$ cat config.mk
export PLATFORM = sky130hd
export DESIGN_NAME = fetch_sequencer
export DESIGN_NICKNAME = d
export VERILOG_FILES = /design/src/rtl/fetch_pkg.sv /design/src/rtl/cp0_regs.sv /design/src/rtl/fetch_sequencer.sv
export SDC_FILE = /design/constraint.sdc
export NUM_CORES = 1
export LEC_CHECK = 0
export ABC_AREA = 0
export CORE_ASPECT_RATIO = 2
export CORE_UTILIZATION = 48
export CTS_CLUSTER_DIAMETER = 150
export CTS_CLUSTER_SIZE = 10
export DETAILED_ROUTE_END_ITERATION = 8
export GPL_ROUTABILITY_DRIVEN = 1
export PLACE_DENSITY = 0.83
export SETUP_SLACK_MARGIN = 0.02
export SYNTH_ARGS = -nofsm -noshare
export SYNTH_HDL_FRONTEND = slang
export SYNTH_SLANG_ARGS = --single-unit
$ cat constraint.sdc
create_clock -name clk -period 4.7 [get_ports clk]
set_clock_uncertainty 0.15 [all_clocks]
set_input_delay 0.94 -clock clk [delete_from_list [all_inputs] [get_ports clk]]
set_output_delay 0.94 -clock clk [all_outputs]
set_load 0.005 [all_outputs]
$ cat src/rtl/fetch_pkg.sv
// Shared constants and types for the fetch sequencer and its CP0 state.
package fetch_pkg;

    localparam logic [31:0] RESET_PC_DEFAULT   = 32'h0000_0000;
    localparam logic [31:0] EXC_VECTOR_DEFAULT = 32'h0000_0008;

    localparam logic [4:0] EXC_INT  = 5'd0;
    localparam logic [4:0] EXC_ADEL = 5'd4;
    localparam logic [4:0] EXC_SYS  = 5'd8;
    localparam logic [4:0] EXC_RI   = 5'd10;
    localparam logic [4:0] EXC_OV   = 5'd12;

    typedef enum logic [0:0] {RST, RUN} fetch_state_e;

    function automatic logic [31:0] cause_word(input logic [4:0] code);
        return {25'b0, code, 2'b00};
    endfunction

endpackage

$ cat src/rtl/cp0_regs.sv
// EPC, Cause and Status.IE: written on a trap, IE re-enabled on eret.
module cp0_regs
    import fetch_pkg::*;
(
    input  logic        clk,
    input  logic        clrn,
    input  logic        set_trap,
    input  logic [4:0]  code,
    input  logic [31:0] epc_in,
    input  logic        eret,
    output logic [31:0] epc,
    output logic [31:0] cause,
    output logic        ie
);

    logic [4:0] exc_code_q;

    always_ff @(posedge clk or negedge clrn) begin
        if (!clrn) begin
            epc        <= 32'h0;
            exc_code_q <= 5'd0;
            ie         <= 1'b0;
        end else if (set_trap) begin
            epc        <= epc_in;
            exc_code_q <= code;
            ie         <= 1'b0;
        end else if (eret) begin
            ie <= 1'b1;
        end
    end

    assign cause = cause_word(exc_code_q);

endmodule

$ cat src/rtl/fetch_sequencer.sv
// PC sequencer with exception/interrupt entry and eret return for the single-cycle core.
module fetch_sequencer
    import fetch_pkg::*;
#(
    parameter logic [31:0] RESET_PC   = RESET_PC_DEFAULT,
    parameter logic [31:0] EXC_VECTOR = EXC_VECTOR_DEFAULT
) (
    input  logic        clk,
    input  logic        clrn,
    input  logic        stall,
    input  logic        br_taken,
    input  logic [31:0] br_target,
    input  logic        jump,
    input  logic [31:0] jump_target,
    input  logic        exc_req,
    input  logic [4:0]  exc_code,
    input  logic        irq,
    input  logic        eret,
    output logic [31:0] pc,
    output logic [31:0] epc,
    output logic [31:0] cause,
    output logic        ie,
    output logic        trap
);

    fetch_state_e state;

    logic [31:0] tgt_sel;
    logic        addr_err;
    logic [31:0] normal_next;
    logic [31:0] pc_next;
    logic        trap_req;
    logic [4:0]  trap_code;
    logic [31:0] trap_epc;
    logic        eret_take;
    logic        run;

    assign run = (state == RUN);

    always_comb begin
        tgt_sel  = jump ? jump_target : br_target;
        addr_err = (jump | br_taken) & (tgt_sel[1:0] != 2'b00);

        // The PC that would be loaded if no trap intervened; also the interrupt return point.
        if (eret)          normal_next = epc;
        else if (jump)     normal_next = jump_target;
        else if (br_taken) normal_next = br_target;
        else if (stall)    normal_next = pc;
        else               normal_next = pc + 32'd4;

        trap_req  = 1'b0;
        trap_code = EXC_INT;
        trap_epc  = pc;
        eret_take = 1'b0;
        pc_next   = normal_next;

        if (exc_req) begin
            trap_req  = 1'b1;
            trap_code = exc_code;
            pc_next   = EXC_VECTOR;
        end else if (addr_err) begin
            trap_req  = 1'b1;
            trap_code = EXC_ADEL;
            pc_next   = EXC_VECTOR;
        end else if (irq && ie && !stall) begin
            trap_req  = 1'b1;
            trap_code = EXC_INT;
            trap_epc  = normal_next;
            pc_next   = EXC_VECTOR;
        end else if (eret) begin
            eret_take = 1'b1;
        end
    end

    always_ff @(posedge clk or negedge clrn) begin
        if (!clrn) begin
            state <= RST;
            pc    <= RESET_PC;
            trap  <= 1'b0;
        end else begin
            case (state)
                RST: begin
                    state <= RUN;
                    pc    <= RESET_PC;
                    trap  <= 1'b0;
                end
                RUN: begin
                    pc   <= pc_next;
                    trap <= trap_req;
                end
                default: begin
                    state <= RST;
                    pc    <= RESET_PC;
                    trap  <= 1'b0;
                end
            endcase
        end
    end

    cp0_regs u_cp0 (
        .clk      (clk),
        .clrn     (clrn),
        .set_trap (trap_req & run),
        .code     (trap_code),
        .epc_in   (trap_epc),
        .eret     (eret_take & run),
        .epc      (epc),
        .cause    (cause),
        .ie       (ie)
    );

endmodule

Yosys cells after proc, flatten, opt, wreduce, memory -nomap -nowiden
Cells that the tools add are included.
{"block": "totals", "register_bits": 72, "inputBits": 77, "out_inout_bits": 98, "word_cells": 41}
{"block": "classes", "n_addsub": 1, "muxes": 24, "n_bitwise": 5, "reduce_logical": 5}
{"cell": "32-bit 2-to-1 mux", "n": 10}
{"cell": "32-bit case mux with 2 select lines", "n": 1}
{"cell": "32-bit by 3-bit adder with 32-bit output (second input constant)", "n": 1}
{"cell": "1-bit 2-to-1 mux", "n": 9}
{"cell": "5-bit 2-to-1 mux", "n": 1}
{"cell": "2-bit nonzero test", "n": 2}
{"cell": "1-bit AND", "n": 3}
{"cell": "3-bit 2-to-1 mux", "n": 1}
{"cell": "1-bit logical AND", "n": 2}
{"cell": "2-bit 2-to-1 mux", "n": 1}
{"cell": "1-bit case mux with 2 select lines", "n": 1}
{"cell": "1-bit logical NOT", "n": 1}
{"cell": "1-bit NOT", "n": 1}
{"cell": "1-bit bitwise OR", "n": 1}

Longest topological paths before layout
Gate-level depths: netlist (run 1).
{"block": "logic_depth", "word_depth": 9, "ltp_mapped": 9, "depth_no_buf": 7}

By module
Synthesis (run 1) repeated with hierarchy kept, for this count alone.
{"block": "unflattened", "hier_cells": 572, "area_unflattened_um2": 5165.0}
{"module": "fetch_sequencer", "n_inst": 1, "cells_per_inst": 464, "area_per_inst_um2": 3470.8}
{"module": "cp0_regs", "n_inst": 1, "cells_per_inst": 108, "area_per_inst_um2": 1694.1}

Least setup slack after synthesis (run 1)
Ideal clock, no wire load.
{"block": "synth_timing", "path_type": "in2reg", "from": "in stall", "to": "reg u_cp0.epc[22]", "setup_ns": 0.078, "arrival_time_ns": 2.536, "t_required_ns": 4.472, "path_slack_ns": 1.937, "path_stages": 8, "cell_sequence": "buf_6 nand4b_4 buf_6 or3_4 or4_1 a21oi_1 o22ai_1 a21oi_1"}
{"block": "synth_between", "elab_chain_cells": 7, "word_cells_on_any_way": 13}
{"element": "from (decl)", "line": "fetch_sequencer.sv:10", "text": "input logic stall,"}
{"element": "32-bit 2-to-1 mux", "line": "fetch_sequencer.sv:48", "text": "else if (stall) normal_next = pc;"}
{"element": "32-bit 2-to-1 mux", "line": "fetch_sequencer.sv:47", "text": "else if (br_taken) normal_next = br_target;"}
{"element": "32-bit 2-to-1 mux", "line": "fetch_sequencer.sv:46", "text": "else if (jump) normal_next = jump_target;"}
{"element": "32-bit 2-to-1 mux", "line": "fetch_sequencer.sv:45", "text": "if (eret) normal_next = epc;"}
{"element": "32-bit 2-to-1 mux", "line": "fetch_sequencer.sv:65", "text": "end else if (irq && ie && !stall) begin"}
{"element": "32-bit 2-to-1 mux", "line": "fetch_sequencer.sv:61", "text": "end else if (addr_err) begin"}
{"element": "32-bit 2-to-1 mux", "line": "fetch_sequencer.sv:57", "text": "if (exc_req) begin"}
{"element": "to (signal assigned)", "line": "cp0_regs.sv:24", "text": "epc <= epc_in;"}
{"element": "to (decl)", "line": "cp0_regs.sv:11", "text": "output logic [31:0] epc,"}
Parallel ways exist; a longest one is shown, timed or not.
A chain may end at the register's enable or synchronous reset.

Final worst setup path (run 1)
{"block": "layout_timing", "from": "in jump", "to": "reg u_cp0.epc[26]"}
{"block": "layout_between", "elab_chain_cells": 6, "word_cells_on_any_way": 12}
{"element": "from (decl)", "line": "fetch_sequencer.sv:13", "text": "input logic jump,"}
{"element": "2-bit 2-to-1 mux", "line": "fetch_sequencer.sv:41", "text": "tgt_sel = jump ? jump_target : br_target;"}
{"element": "2-bit nonzero test", "line": "fetch_sequencer.sv:42", "text": "addr_err = (jump | br_taken) & (tgt_sel[1:0] != 2'b00);"}
{"element": "1-bit AND", "line": "fetch_sequencer.sv:42"}
{"element": "1-bit 2-to-1 mux", "line": "fetch_sequencer.sv:61"}
{"element": "1-bit 2-to-1 mux", "line": "fetch_sequencer.sv:57"}
{"element": "1-bit AND", "line": "fetch_sequencer.sv:103", "text": ".set_trap (trap_req & run),"}
Parallel ways exist; a longest one is shown, timed or not.

==> impl_results.md, run 1 <==
- Largest net degree at the start of global routing: 46
- Fin. Hold Viols: 0
- Final non-filler cell total: 752
- Critical path class: input pin to flip-flop
- Syn Inst Count: 515
- Number of global-route vias before repair: 4609
- Skew-Pair Late Insertion Delay: 0.34 ns
- Final core utilization: 68.9%
- CTS-repair resized insts: 0
- MaxCap Viol Count: 0
- Core ar.: 8950 µm²
- Ant diodes: 0
- Hold Buf Count CTS: 0
- Slowest-stage cell, CP: o21ai_2
- Router iterations before antenna repair: 5
- Num CTS Buffers: 9
- Startpoint types: input pin
- Yosys cell types: 58
- Worst reg-to-reg path cell count: 5
- Detail Placement HPWL: 11.5 mm
- Fmax: 257 MHz
- # rows: 49
- Switching power: 491 µW
- Final instance area: 6160 µm²
- Clk root buf: clkbuf_16
- Comb power frac: 20.5%
- CTS tree: done
- Metal2 WL: 8.47 mm
- Status: complete, no violations
- Power Dens Cells: 298 nW/µm²
- Critical path's top delay family: buffers and inverters
- Mapped Area: 4430 µm²
- Synth-to-layout area growth: 39.0%
- # clock sinks: 72
- Routed WL per cell: 20.8 µm
- Fillers: 731
- Sequential power share: 39.3%
- Synthesized-area fraction occupied by adder cells: 0.282%
- Leading cell type in the layout, fill and taps excluded: clkdlybuf4s50_1
- Met3 wire length: 1.05 mm
- Worst-path fanout max: 22
- Crit path time final: 3.89 ns
- Reg2reg setup slack: 1.66 ns
- Global-route wire length before repair: 23.7 mm
- CP Buf/Inv Count: 4
- Commonest cells after routing, fill and taps aside: clkdlybuf4s50_1, dfrtp_1, nor2_1, nand2_1, a21oi_1
- Main synth FF type: dfrtp_1
- Number of nets in the layout: 723
- Die Wd: 70.0 µm
- Worst-path cell chain: clkdlybuf4s50_1 -> buf_4 -> o211ai_1 -> buf_4 -> o21ai_2 -> inv_1 -> nand2_1 -> o21ai_0 -> a31oi_1
- Final Power: 1.84 mW
- H-Tree Level Count: 3
- Max Used Layer: met4
- I/O Pins: 175
- Drt drc: 0
- Initial antenna violation count: 0
- Max IR drop VDD: 283 µV
- Detailed-route vias per instance: 6.41
- Delay of the slowest critical-path stage: 0.64 ns
- Crit path top cell by count: buf_4
- Post-synthesis compound-gate area fraction: 25.3%
- Worst setup margin: 0.806 ns
- WP data required: 4.80 ns
- Mux cell area share after synthesis: 0.988%
- Post-CTS setup buffer count: 0
- Main combinational cell family by area after synthesis: compound AO/OA/AOI/OAI gates
- LEAKAGE: 2.57 nW
- Final RePlAce weighted congestion: 0.922
- Tcrit/Tclk final: 82.9%
- Ys Warns: 0
- WHS Path Cells: 2
- Hold Worst Slack: 0.332 ns
- Post-synthesis xor/xnor area fraction: 3.95%
- Global route total overflow: 0
- EDFF count, synth: 0
- Antenna Nets Post-Route: 0
- Worst-path clk slew: 0.06 ns
- Syn avg cell area: 8.61 µm²
- Int Pwr: 1.35 mW
- Final Max Tran Viols: 0
- PortBufs: 147
- Worst slew pin tran: 1.06 ns
- WP depth: 9
- Hold Crit Class: flip-flop to flip-flop
- Worst slack at placement: 0.552 ns
- Setup tns final: 0 ns
- Worst EP arrival: 4.00 ns
- Ys async rst share: 100%
- Full die area: 9650 µm²
- Clk buf depth: 2
- Final setup vio count: 0
- RSZ-0062 raised after global routing: false
- Synthesis-stage register bit count: 72
- Switching part of the total: 26.7%
- Starting density of the core: 49.5%
- Clk pwr share: 40.2%
- Wire length on met1: 5.25 mm
- Layout cell share with drive strength beyond 1: 6.62%
- Worst Setup End Kind: flip-flop
- Overall routed net length: 15.6 mm
- DP Cell Count: 736
- Rel. slew slack: 29.0%
- Drt initial violations: 457
- Via count: 4820
- Fraction of the yosys area taken by sequential cells: 40.6%
- Area post-placement: 5840 µm²
- Global Route Usage Sum: 32.3%
- Area share of and/or/nand/nor cells after synthesis: 20.0%
- Height of the die: 138 µm
==> worst paths after layout <==
path,from,to
max in group asynchronous,clrn,pc[11]
setup / recovery,jump,u_cp0.epc[26]
min in group asynchronous,clrn,pc[20]
setup reg to reg,run,u_cp0.epc[27]
hold / removal,u_cp0.exc_code_q[0],u_cp0.exc_code_q[0]
hold reg to reg,u_cp0.exc_code_q[0],u_cp0.exc_code_q[0]
==> worst register-to-register path, stage by stage, from the launching register on <==
cell and delay (ns):
dfrtp_1 1.00, o21ai_2 0.48, inv_1 0.48, nand2_1 0.41, o21ai_0 0.31, a31oi_1 0.06
==> synthesized netlist by cell type (6+ instances only) <==
cell        n  share of area (%)
dfrtp_1    72                 41
nor2_1     66                5.6
nand2_1    47                4.0
a21oi_1    39                4.4
clkbuf_1   31                2.6
o21ai_0    31                3.5
buf_4      27                4.6
nand3_1    19                2.1
a221oi_1   13                2.6
o22ai_1    13                1.8
xor2_1     11                2.2
a22oi_1    10                1.7
a221o_1     9                2.0
xnor2_1     9                1.8
a32oi_1     8                1.6
nor3_1      8               0.90
and3_1      7               0.99
inv_1       7               0.59
nand4_1     7               0.99
a2bb2oi_1   6                1.2
==> per-layer routing <==
layer | global-route usage, % | up-vias
met2 | 59.9 | 318
met3 | 5.31 | 69
met1 | 32.6 | 2330
li1 | - | 2103
met4 | 21.6 | 0
met5 | 0 | -
==> cell families (layout without fill, tap and decap cells) <==
family          after synthesis  count (layout)
flops                        72              72
mux                           4               4
compound gates              163             163
xor+xnor                     20              20
fa+ha+maj                     1               1
buf+inv                      71             180
other cells                   2              28
simple gates                182             182
==> sequential cells by signal, summed over array words and instances (netlist names) <==
register,count
trap,1
u_cp0.epc,32
run,1
pc,32
u_cp0.ie,1
u_cp0.exc_code_q,5
==> power by group through the flow <==
stage	Clock, mW	Sequential, mW	Combinational [mW]
after floorplan	0	0.716	0.177
after global placement	0	0.728	0.365
after detailed placement	0	0.730	0.374
after CTS	0.738	0.720	0.375
after global routing	0.766	0.726	0.408
final	0.738	0.722	0.377
==> final cells by class <==
cell class	instances	area [µm²]	area share [%]
Multi-Input combinational cell	398	2340	38.0
Tap cell	102	128	2.07
Sequential cell	72	1800	29.2
Clock buffer	10	239	3.88
Timing Repair Buffer	157	1540	25.0
Inverter	7	26.3	0.426
Clock inverter	6	82.6	1.34
Power figures use the tool's default switching activity.
==> inputs of run 2 (changes only) <==
--- a/config.mk
+++ b/config.mk
@@ -7,12 +7,12 @@
 export LEC_CHECK = 0
 export ABC_AREA = 0
 export CORE_ASPECT_RATIO = 2
-export CORE_UTILIZATION = 48
+export CORE_UTILIZATION = 40
 export CTS_CLUSTER_DIAMETER = 150
 export CTS_CLUSTER_SIZE = 10
 export DETAILED_ROUTE_END_ITERATION = 8
 export GPL_ROUTABILITY_DRIVEN = 1
-export PLACE_DENSITY = 0.83
+export PLACE_DENSITY = 0.74
 export SETUP_SLACK_MARGIN = 0.02
 export SYNTH_ARGS = -nofsm -noshare
 export SYNTH_HDL_FRONTEND = slang
==> constraint.sdc (replaced) <==
create_clock -name clk -period 3.39 [get_ports clk]
set_clock_uncertainty 0.15 [all_clocks]
set_input_delay 0.678 -clock clk [delete_from_list [all_inputs] [get_ports clk]]
set_output_delay 0.678 -clock clk [all_outputs]
set_load 0.005 [all_outputs]
==> run 2 against run 1 <==
Count of clock-buffer cells in the layout increased by 2; hold slack got worse by 0.12 ns; clock power is 25% higher; sequential share of layout area is 0.59 points lower; non-clock buffer count grew 11; wire length increased by 4.4%; combinational power up 45%; critical path depth down 1; first-iteration DRC count shrank 7.7%; via count fell by 1.0%; global-route usage shrank 3.3 points; total power up 34%; largest cell class unchanged.
==> impl_results.md, run 2 (same netlist as run 1, synthesis figures left out) <==
- Status: complete, no violations (unchanged)
- Worst Setup End Kind: flip-flop (unchanged)
- Worst slew pin tran: 0.681 ns (was 1.06 ns)
- H-Tree Level Count: 3 (unchanged)
- Critical path's top delay family: buffers and inverters (unchanged)
- # rows: 54 (was 49)
- Detail Placement HPWL: 12.4 mm (was 11.5 mm)
- Starting density of the core: 40.8% (was 49.5%)
- Slowest-stage cell, CP: clkdlybuf4s50_1 (was o21ai_2)
- Overall routed net length: 16.3 mm (was 15.6 mm)
- Met3 usage: 3.98% (was 5.31%)
- I/O Pins: 175 (unchanged)
- Crit path time final: 2.99 ns
- Synth-to-layout area growth: 41.9% (was 39.0%)
- Ant diodes: 0 (unchanged)
- Power Dens Cells: 391 nW/µm² (was 298 nW/µm²)
- Drt initial violations: 422 (was 457)
- # clock sinks: 72 (unchanged)
- Post-CTS setup buffer count: 0 (unchanged)
- Router iterations before antenna repair: 5 (unchanged)
- Final Max Tran Viols: 0 (unchanged)
- Rel. slew slack: 54.6% (was 29.0%)
- Global-route wire length before repair: 25.4 mm (was 23.7 mm)
- Delay of the slowest critical-path stage: 0.72 ns (was 0.64 ns)
- GRT busiest layer: met2 (unchanged)
- Met2 usage: 54.9% (was 59.9%)
- CP Buf/Inv Count: 2 (was 4)
- Fmax: 334 MHz
- Register Area: 1800 µm² (unchanged)
- LEAKAGE: 2.62 nW (was 2.57 nW)
- Worst-path fanout max: 18 (was 22)
- CTS-repair resized insts: 0 (unchanged)
- Antenna Nets Post-Route: 0 (unchanged)
- Routed WL per cell: 20.4 µm (was 20.8 µm)
- Hold Crit Class: input pin to asynchronous set/reset pin (was flip-flop to flip-flop)
- Drt drc: 0 (unchanged)
- Detailed-route vias per instance: 5.96 (was 6.41)
- MaxCap Viol Count: 0 (unchanged)
- Commonest cells after routing, fill and taps aside: clkdlybuf4s50_1, dfrtp_1, nor2_1, nand2_1, a21oi_1 (unchanged)
- Via count: 4770 (was 4820)
- Die Wd: 76.5 µm (was 70.0 µm)
- RSZ-0062 raised after global routing: false (unchanged)
- Global route total overflow: 0 (unchanged)
- Max IR drop VDD: 286 µV (was 283 µV)
- Setup tns final: 0 ns (unchanged)
- Number of global-route vias before repair: 4884 (was 4609)
- Worst reg-to-reg path cell count: 6 (was 5)
- Final core utilization: 57.8% (was 68.9%)
- R2r startpoint: pc[8] (was run)
- Height of the die: 151 µm (was 138 µm)
- Skew-Pair Late Insertion Delay: 0.33 ns (was 0.34 ns)
- Critical path class: input pin to flip-flop (unchanged)
- Hold Buf Count CTS: 0 (unchanged)
- Initial antenna violation count: 0 (unchanged)
- Worst slack at placement: 0.105 ns (was 0.552 ns)
- Final instance area: 6290 µm² (was 6160 µm²)
- Reg2reg setup slack: 0.84 ns (was 1.66 ns)
- Global Route Usage Sum: 28.9% (was 32.3%)
- Leading cell type in the layout, fill and taps excluded: clkdlybuf4s50_1 (unchanged)
- Final setup vio count: 0 (unchanged)
- Clk root buf: clkbuf_16 (unchanged)
- Worst r2r dst: u_cp0.epc[31] (was u_cp0.epc[27])
- Tcrit/Tclk final: 88.3%
- Full die area: 11500 µm² (was 9650 µm²)
- Footprint of the multi-input gates: 2340 µm² (unchanged)
- PortBufs: 147 (unchanged)
- Worst EP arrival: 3.03 ns (was 4.00 ns)
- Fillers: 975 (was 731)
- Met1 usage: 28.6% (was 32.6%)
- Top flop regs: pc: 32 flops, u_cp0.epc: 32 flops, u_cp0.exc_code_q: 5 flops (unchanged)
- Final RePlAce weighted congestion: 0.899 (was 0.922)
- WP data required: 3.43 ns (was 4.80 ns)
- Core ar.: 10900 µm² (was 8950 µm²)
- Startpoint types: input pin (unchanged)
- Worst-path clk slew: 0.06 ns (about the same)
- CTS tree: done (unchanged)
- Fin. Hold Viols: 0 (unchanged)
- Number of nets in the layout: 734 (was 723)
- Worst setup margin: 0.398 ns (was 0.806 ns)
- Area post-placement: 6010 µm² (was 5840 µm²)
- Clk buf depth: 2 (unchanged)
- Crit path top cell by count: o21ai_0 (was buf_4)
- Worst-path cell chain: clkdlybuf4s50_1 -> o21ai_0 -> o211ai_1 -> buf_4 -> nand2_1 -> o22a_1 -> o21ai_0 -> a31oi_1 (was clkdlybuf4s50_1 -> buf_4 -> o211ai_1 -> buf_4 -> o21ai_2 -> inv_1 -> nand2_1 -> o21ai_0 -> a31oi_1)
- Largest net degree at the start of global routing: 42 (was 46)
- Num CTS Buffers: 9 (unchanged)
- Layout cell share with drive strength beyond 1: 7.72% (was 6.62%)
-- run 2: cell count changes in the layout (fill, tap and decap cells not counted), sizes merged --
| cell | previous run | this run |
|---|---|---|
| clkinvlp | 1 | 0 |
| buf | 11 | 22 |
| clkbuf | 10 | 12 |
| bufinv | 2 | 1 |
-- run 2: metrics by stage --
stage | power (mW) | hold WS [ns] | cells
after global placement | 1.54 | 0.303 | 785
after global routing | 2.55 | 0.266 | 801
final | 2.46 | 0.211 | 801
after CTS | 2.46 | 0.236 | 801
after detailed placement | 1.55 | 0.305 | 785
after floorplan | 1.24 | 0.232 | 541
-- run 2: per-layer routing --
layer | share of wire, % | routed length (µm)
met1 | 34 | 5490
met2 | 56 | 9090
met3 | 5.2 | 853
met4 | 5.5 | 901
met5 | 0 | 0
-- run 2: layout make-up --
type                    count  share of cell area, %
multi-input cells         398                   37.3
flip-flops and latches     72                   28.6
repair buffers            168                   26.4
clock buffers              12                   3.76
well taps                 140                   2.78
clock inverters             4                  0.716
inverters                   7                  0.418
-- run 2: power by group --
group	internal, mW	switching (mW)
combinational	0.297	0.249
sequential	0.922	0.0747
clock	0.567	0.353
-- run 2: worst max path at each step --
stage               start            end  cells past startpoint
floorplan           stall  u_cp0.epc[22]                      8
global placement     jump  u_cp0.epc[26]                      8
detailed placement   jump  u_cp0.epc[25]                      8
CTS                  jump  u_cp0.epc[25]                      8
global route         jump  u_cp0.epc[12]                      8
finish               jump  u_cp0.epc[25]                      8
-- run 2: worst reg2reg max path: cells and delay by family (launching register included) --
kind	cells	cell delay, ns
compound gates	1	0.27
flops	1	0.49
simple gates	5	1.52
==> inputs of run 3 (changes only) <==
--- a/config.mk
+++ b/config.mk
@@ -5,9 +5,9 @@
 export SDC_FILE = /design/constraint.sdc
 export NUM_CORES = 1
 export LEC_CHECK = 0
-export ABC_AREA = 0
+export ABC_AREA = 1
 export CORE_ASPECT_RATIO = 2
-export CORE_UTILIZATION = 40
+export CORE_UTILIZATION = 41
 export CTS_CLUSTER_DIAMETER = 150
 export CTS_CLUSTER_SIZE = 10
 export DETAILED_ROUTE_END_ITERATION = 8
==> run 3 against run 2 <==
Setup slack better by 0.31 ns; the flow now finishes with violations (negative hold slack); highest routed layer unchanged; first-iteration DRC count down 15%; count of clock-buffer cells in the layout decreased by 3; sequential cell count did not move; sequential share of layout area decreased by 1.0 points; register-to-register slack improved by 0.23 ns; critical path depth up 4.
==> impl_results.md, run 3 <==
- Status: finished with violations (was complete, no violations)
- Violated checks: negative hold slack
- Syn avg cell area: 7.13 µm² (was 8.61 µm²)
- Hold Buf Count CTS: 0 (unchanged)
- RSZ-0062 raised after global routing: false (unchanged)
- Power Dens Cells: 385 nW/µm² (was 391 nW/µm²)
- # clock sinks: 72 (unchanged)
- Worst EP arrival: 2.75 ns (was 3.03 ns)
- Via count: 5123 (was 4770)
- Worst reg-to-reg path cell count: 12 (was 6)
- Metal2 WL: 8.73 mm (was 9.09 mm)
- Worst slack at placement: 0.373 ns (was 0.105 ns)
- Worst-path clk slew: 0.06 ns (about the same)
- Yosys cell types: 33 (was 58)
- Top-count cell post-synth: nand2_1 (was dfrtp_1)
- # rows: 55 (was 54)
- Antenna Nets Post-Route: 0 (unchanged)
- Leading cell type in the layout, fill and taps excluded: nand2_1 (was clkdlybuf4s50_1)
- Synth-to-layout area growth: 37.9% (was 41.9%)
- Fin. Hold Viols: 1 (was 0)
- Syn Inst Count: 663 (was 515)
- Rel. slew slack: 65.9% (was 54.6%)
- Global-route wire length before repair: 24.6 mm (was 25.4 mm)
- Critical path class: input pin to flip-flop (unchanged)
- Most frequent cells after synthesis: nand2_1, dfrtp_1, nor2_1 (was dfrtp_1, nor2_1, nand2_1)
- Clk root buf: clkbuf_16 (unchanged)
- CTS tree: done (unchanged)
- Die Wd: 77.9 µm (was 76.5 µm)
- EDFF count, synth: 0 (unchanged)
- Drt initial violations: 359 (was 422)
- Max Used Layer: met4 (unchanged)
- Ys Warns: 0 (unchanged)
- Ys async rst share: 100% (unchanged)
- Startpoint types: input pin (unchanged)
- Mapped Area: 4730 µm² (was 4430 µm²)
- Overall routed net length: 15.8 mm (was 16.3 mm)
- Area post-placement: 6240 µm² (was 6010 µm²)
- Main synth FF type: dfrtp_1 (unchanged)
- Clk buf depth: 2 (unchanged)
- Starting density of the core: 41.9% (was 40.8%)
- LEAKAGE: 2.80 nW (was 2.62 nW)
- Post-CTS setup buffer count: 0 (unchanged)
- PortBufs: 147 (unchanged)
- Wire length on met1: 5.65 mm (was 5.49 mm)
- Crit path time final: 2.68 ns (was 2.99 ns)
- Global Route Usage Sum: 26.7% (was 28.9%)
- Worst setup margin: 0.707 ns (was 0.398 ns)
- Final RePlAce weighted congestion: 0.962 (was 0.899)
- Worst-path fanout max: 29 (was 18)
- Number of global-route vias before repair: 5051 (was 4884)
- Final Power: 2.51 mW (was 2.46 mW)
- Ant diodes: 0 (unchanged)
- Height of the die: 154 µm (was 151 µm)
- Synthesis-stage register bit count: 72 (unchanged)
- I/O Pins: 175 (unchanged)
- Tcrit/Tclk final: 79.1% (was 88.3%)
- Full die area: 12000 µm² (was 11500 µm²)
- Final Max Tran Viols: 0 (unchanged)
- MaxCap Viol Count: 0 (unchanged)
- Top flop regs: pc: 32 flops, u_cp0.epc: 32 flops, u_cp0.exc_code_q: 5 flops (unchanged)
- CTS-repair resized insts: 0 (unchanged)
- Final instance area: 6520 µm² (was 6290 µm²)
- Max IR drop VDD: 271 µV (was 286 µV)
- Met3 wire length: 902 µm (was 853 µm)
- Synth top area cells: dfrtp_1, nand2_1, buf_4 (was dfrtp_1, nor2_1, buf_4)
- Num CTS Buffers: 9 (unchanged)
- Hold Worst Slack: -0.0000442 ns (was 0.211 ns)
- Fraction of the yosys area taken by sequential cells: 38.1% (was 40.6%)
- Drt drc: 0 (unchanged)
- Hold Crit Class: input pin to asynchronous set/reset pin (unchanged)
- Worst slew pin tran: 0.509 ns (was 0.681 ns)
- Synth area leader: dfrtp_1 (unchanged)
- Final setup vio count: 0 (unchanged)
- Worst Setup End Kind: flip-flop (unchanged)
- Routed WL per cell: 16.5 µm (was 20.4 µm)
- Commonest cells after routing, fill and taps aside: nand2_1, clkdlybuf4s50_1, dfrtp_1, nor2_1, inv_1 (was clkdlybuf4s50_1, dfrtp_1, nor2_1, nand2_1, a21oi_1)
- Number of nets in the layout: 885 (was 734)
- Setup tns final: 0 ns (unchanged)
- Detail Placement HPWL: 11.8 mm (was 12.4 mm)
- Layout cell share with drive strength beyond 1: 8.51% (was 7.72%)
- Skew-Pair Late Insertion Delay: 0.34 ns (was 0.33 ns)
- Detailed-route vias per instance: 5.38 (was 5.96)
- Core ar.: 11300 µm² (was 10900 µm²)
- Initial antenna violation count: 0 (unchanged)
- Router iterations before antenna repair: 5 (unchanged)
- Largest net degree at the start of global routing: 43 (was 42)
- Fmax: 373 MHz (was 334 MHz)
- H-Tree Level Count: 3 (unchanged)
- Share of the synthesized area in the top cell type: 38.1% (was 40.6%)
- WP data required: 3.46 ns (was 3.43 ns)
- Global route total overflow: 0 (unchanged)
## run 3: metal layers
metal / vias up / GRT usage [%]
met2: 242 / 51.9
met3: 42 / 4.27
li1: 2412 / -
met5: - / 0
met4: 0 / 12.0
met1: 2427 / 27.1
## run 3: final timing paths
check	from	end	slack, ns
max in group asynchronous	clrn	pc[11]	2.36
min in group clk	u_cp0.exc_code_q[1]	u_cp0.exc_code_q[1]	0.34
setup reg to reg	pc[2]	u_cp0.epc[28]	1.07
hold / removal	clrn	u_cp0.exc_code_q[3]	-0.00004
setup / recovery	jump	u_cp0.epc[14]	0.71
hold reg to reg	u_cp0.exc_code_q[1]	u_cp0.exc_code_q[1]	0.34
## run 3: report_power, final
part	internal [mW]	leakage (nW)	total [mW]	switching, mW
Clock	0.562	0.141	0.929	0.367
Sequential	0.936	0.956	1.01	0.0761
Combinational	0.303	1.70	0.570	0.267
## run 3: layout make-up
type / count / area, µm²
Clock buffer: 9 / 225
Clock inverter: 6 / 61.3
Fill cell: 1056 / 4760
Inverter: 46 / 173
Multi-Input combinational cell: 513 / 2480
Sequential cell: 72 / 1800
Tap cell: 142 / 178
Timing Repair Buffer: 165 / 1600
## run 3: metrics by stage
stage | util (%) | instances | hold WS, ns
2_1_floorplan | - | 689 | 0.232
3_3_place_gp | 55.3 | 938 | 0.318
3_5_place_dp | 55.3 | 938 | 0.327
4_1_cts | 57.8 | 953 | 0.00379
5_1_grt | 57.8 | 953 | 0.0134
6_report | 57.8 | 953 | -0.0000442
## run 3: kinds of logic (layout without fill, tap and decap cells)
logic type      after synthesis  count (layout)  share of synthesized area, %
xor+xnor                      8               8                          1.48
fa+ha+maj                     1               1                         0.265
simple gates                349             349                          32.0
flops                        72              72                          38.1
compound gates              127             127                          16.4
buf+inv                     104             226                          11.6
other cells                   2              28                         0.159
## run 3: worst max-delay path, cell delays in order
cell and delay, ns:
clkdlybuf4s50_1 0.69, inv_1 0.11, o21ai_1 0.09, nand3_1 0.08
nand2_1 0.07, nand2_2 0.07, buf_4 0.22, nor2_2 0.12
buf_4 0.34, nand2_1 0.10, o211ai_1 0.09, nand2_1 0.07
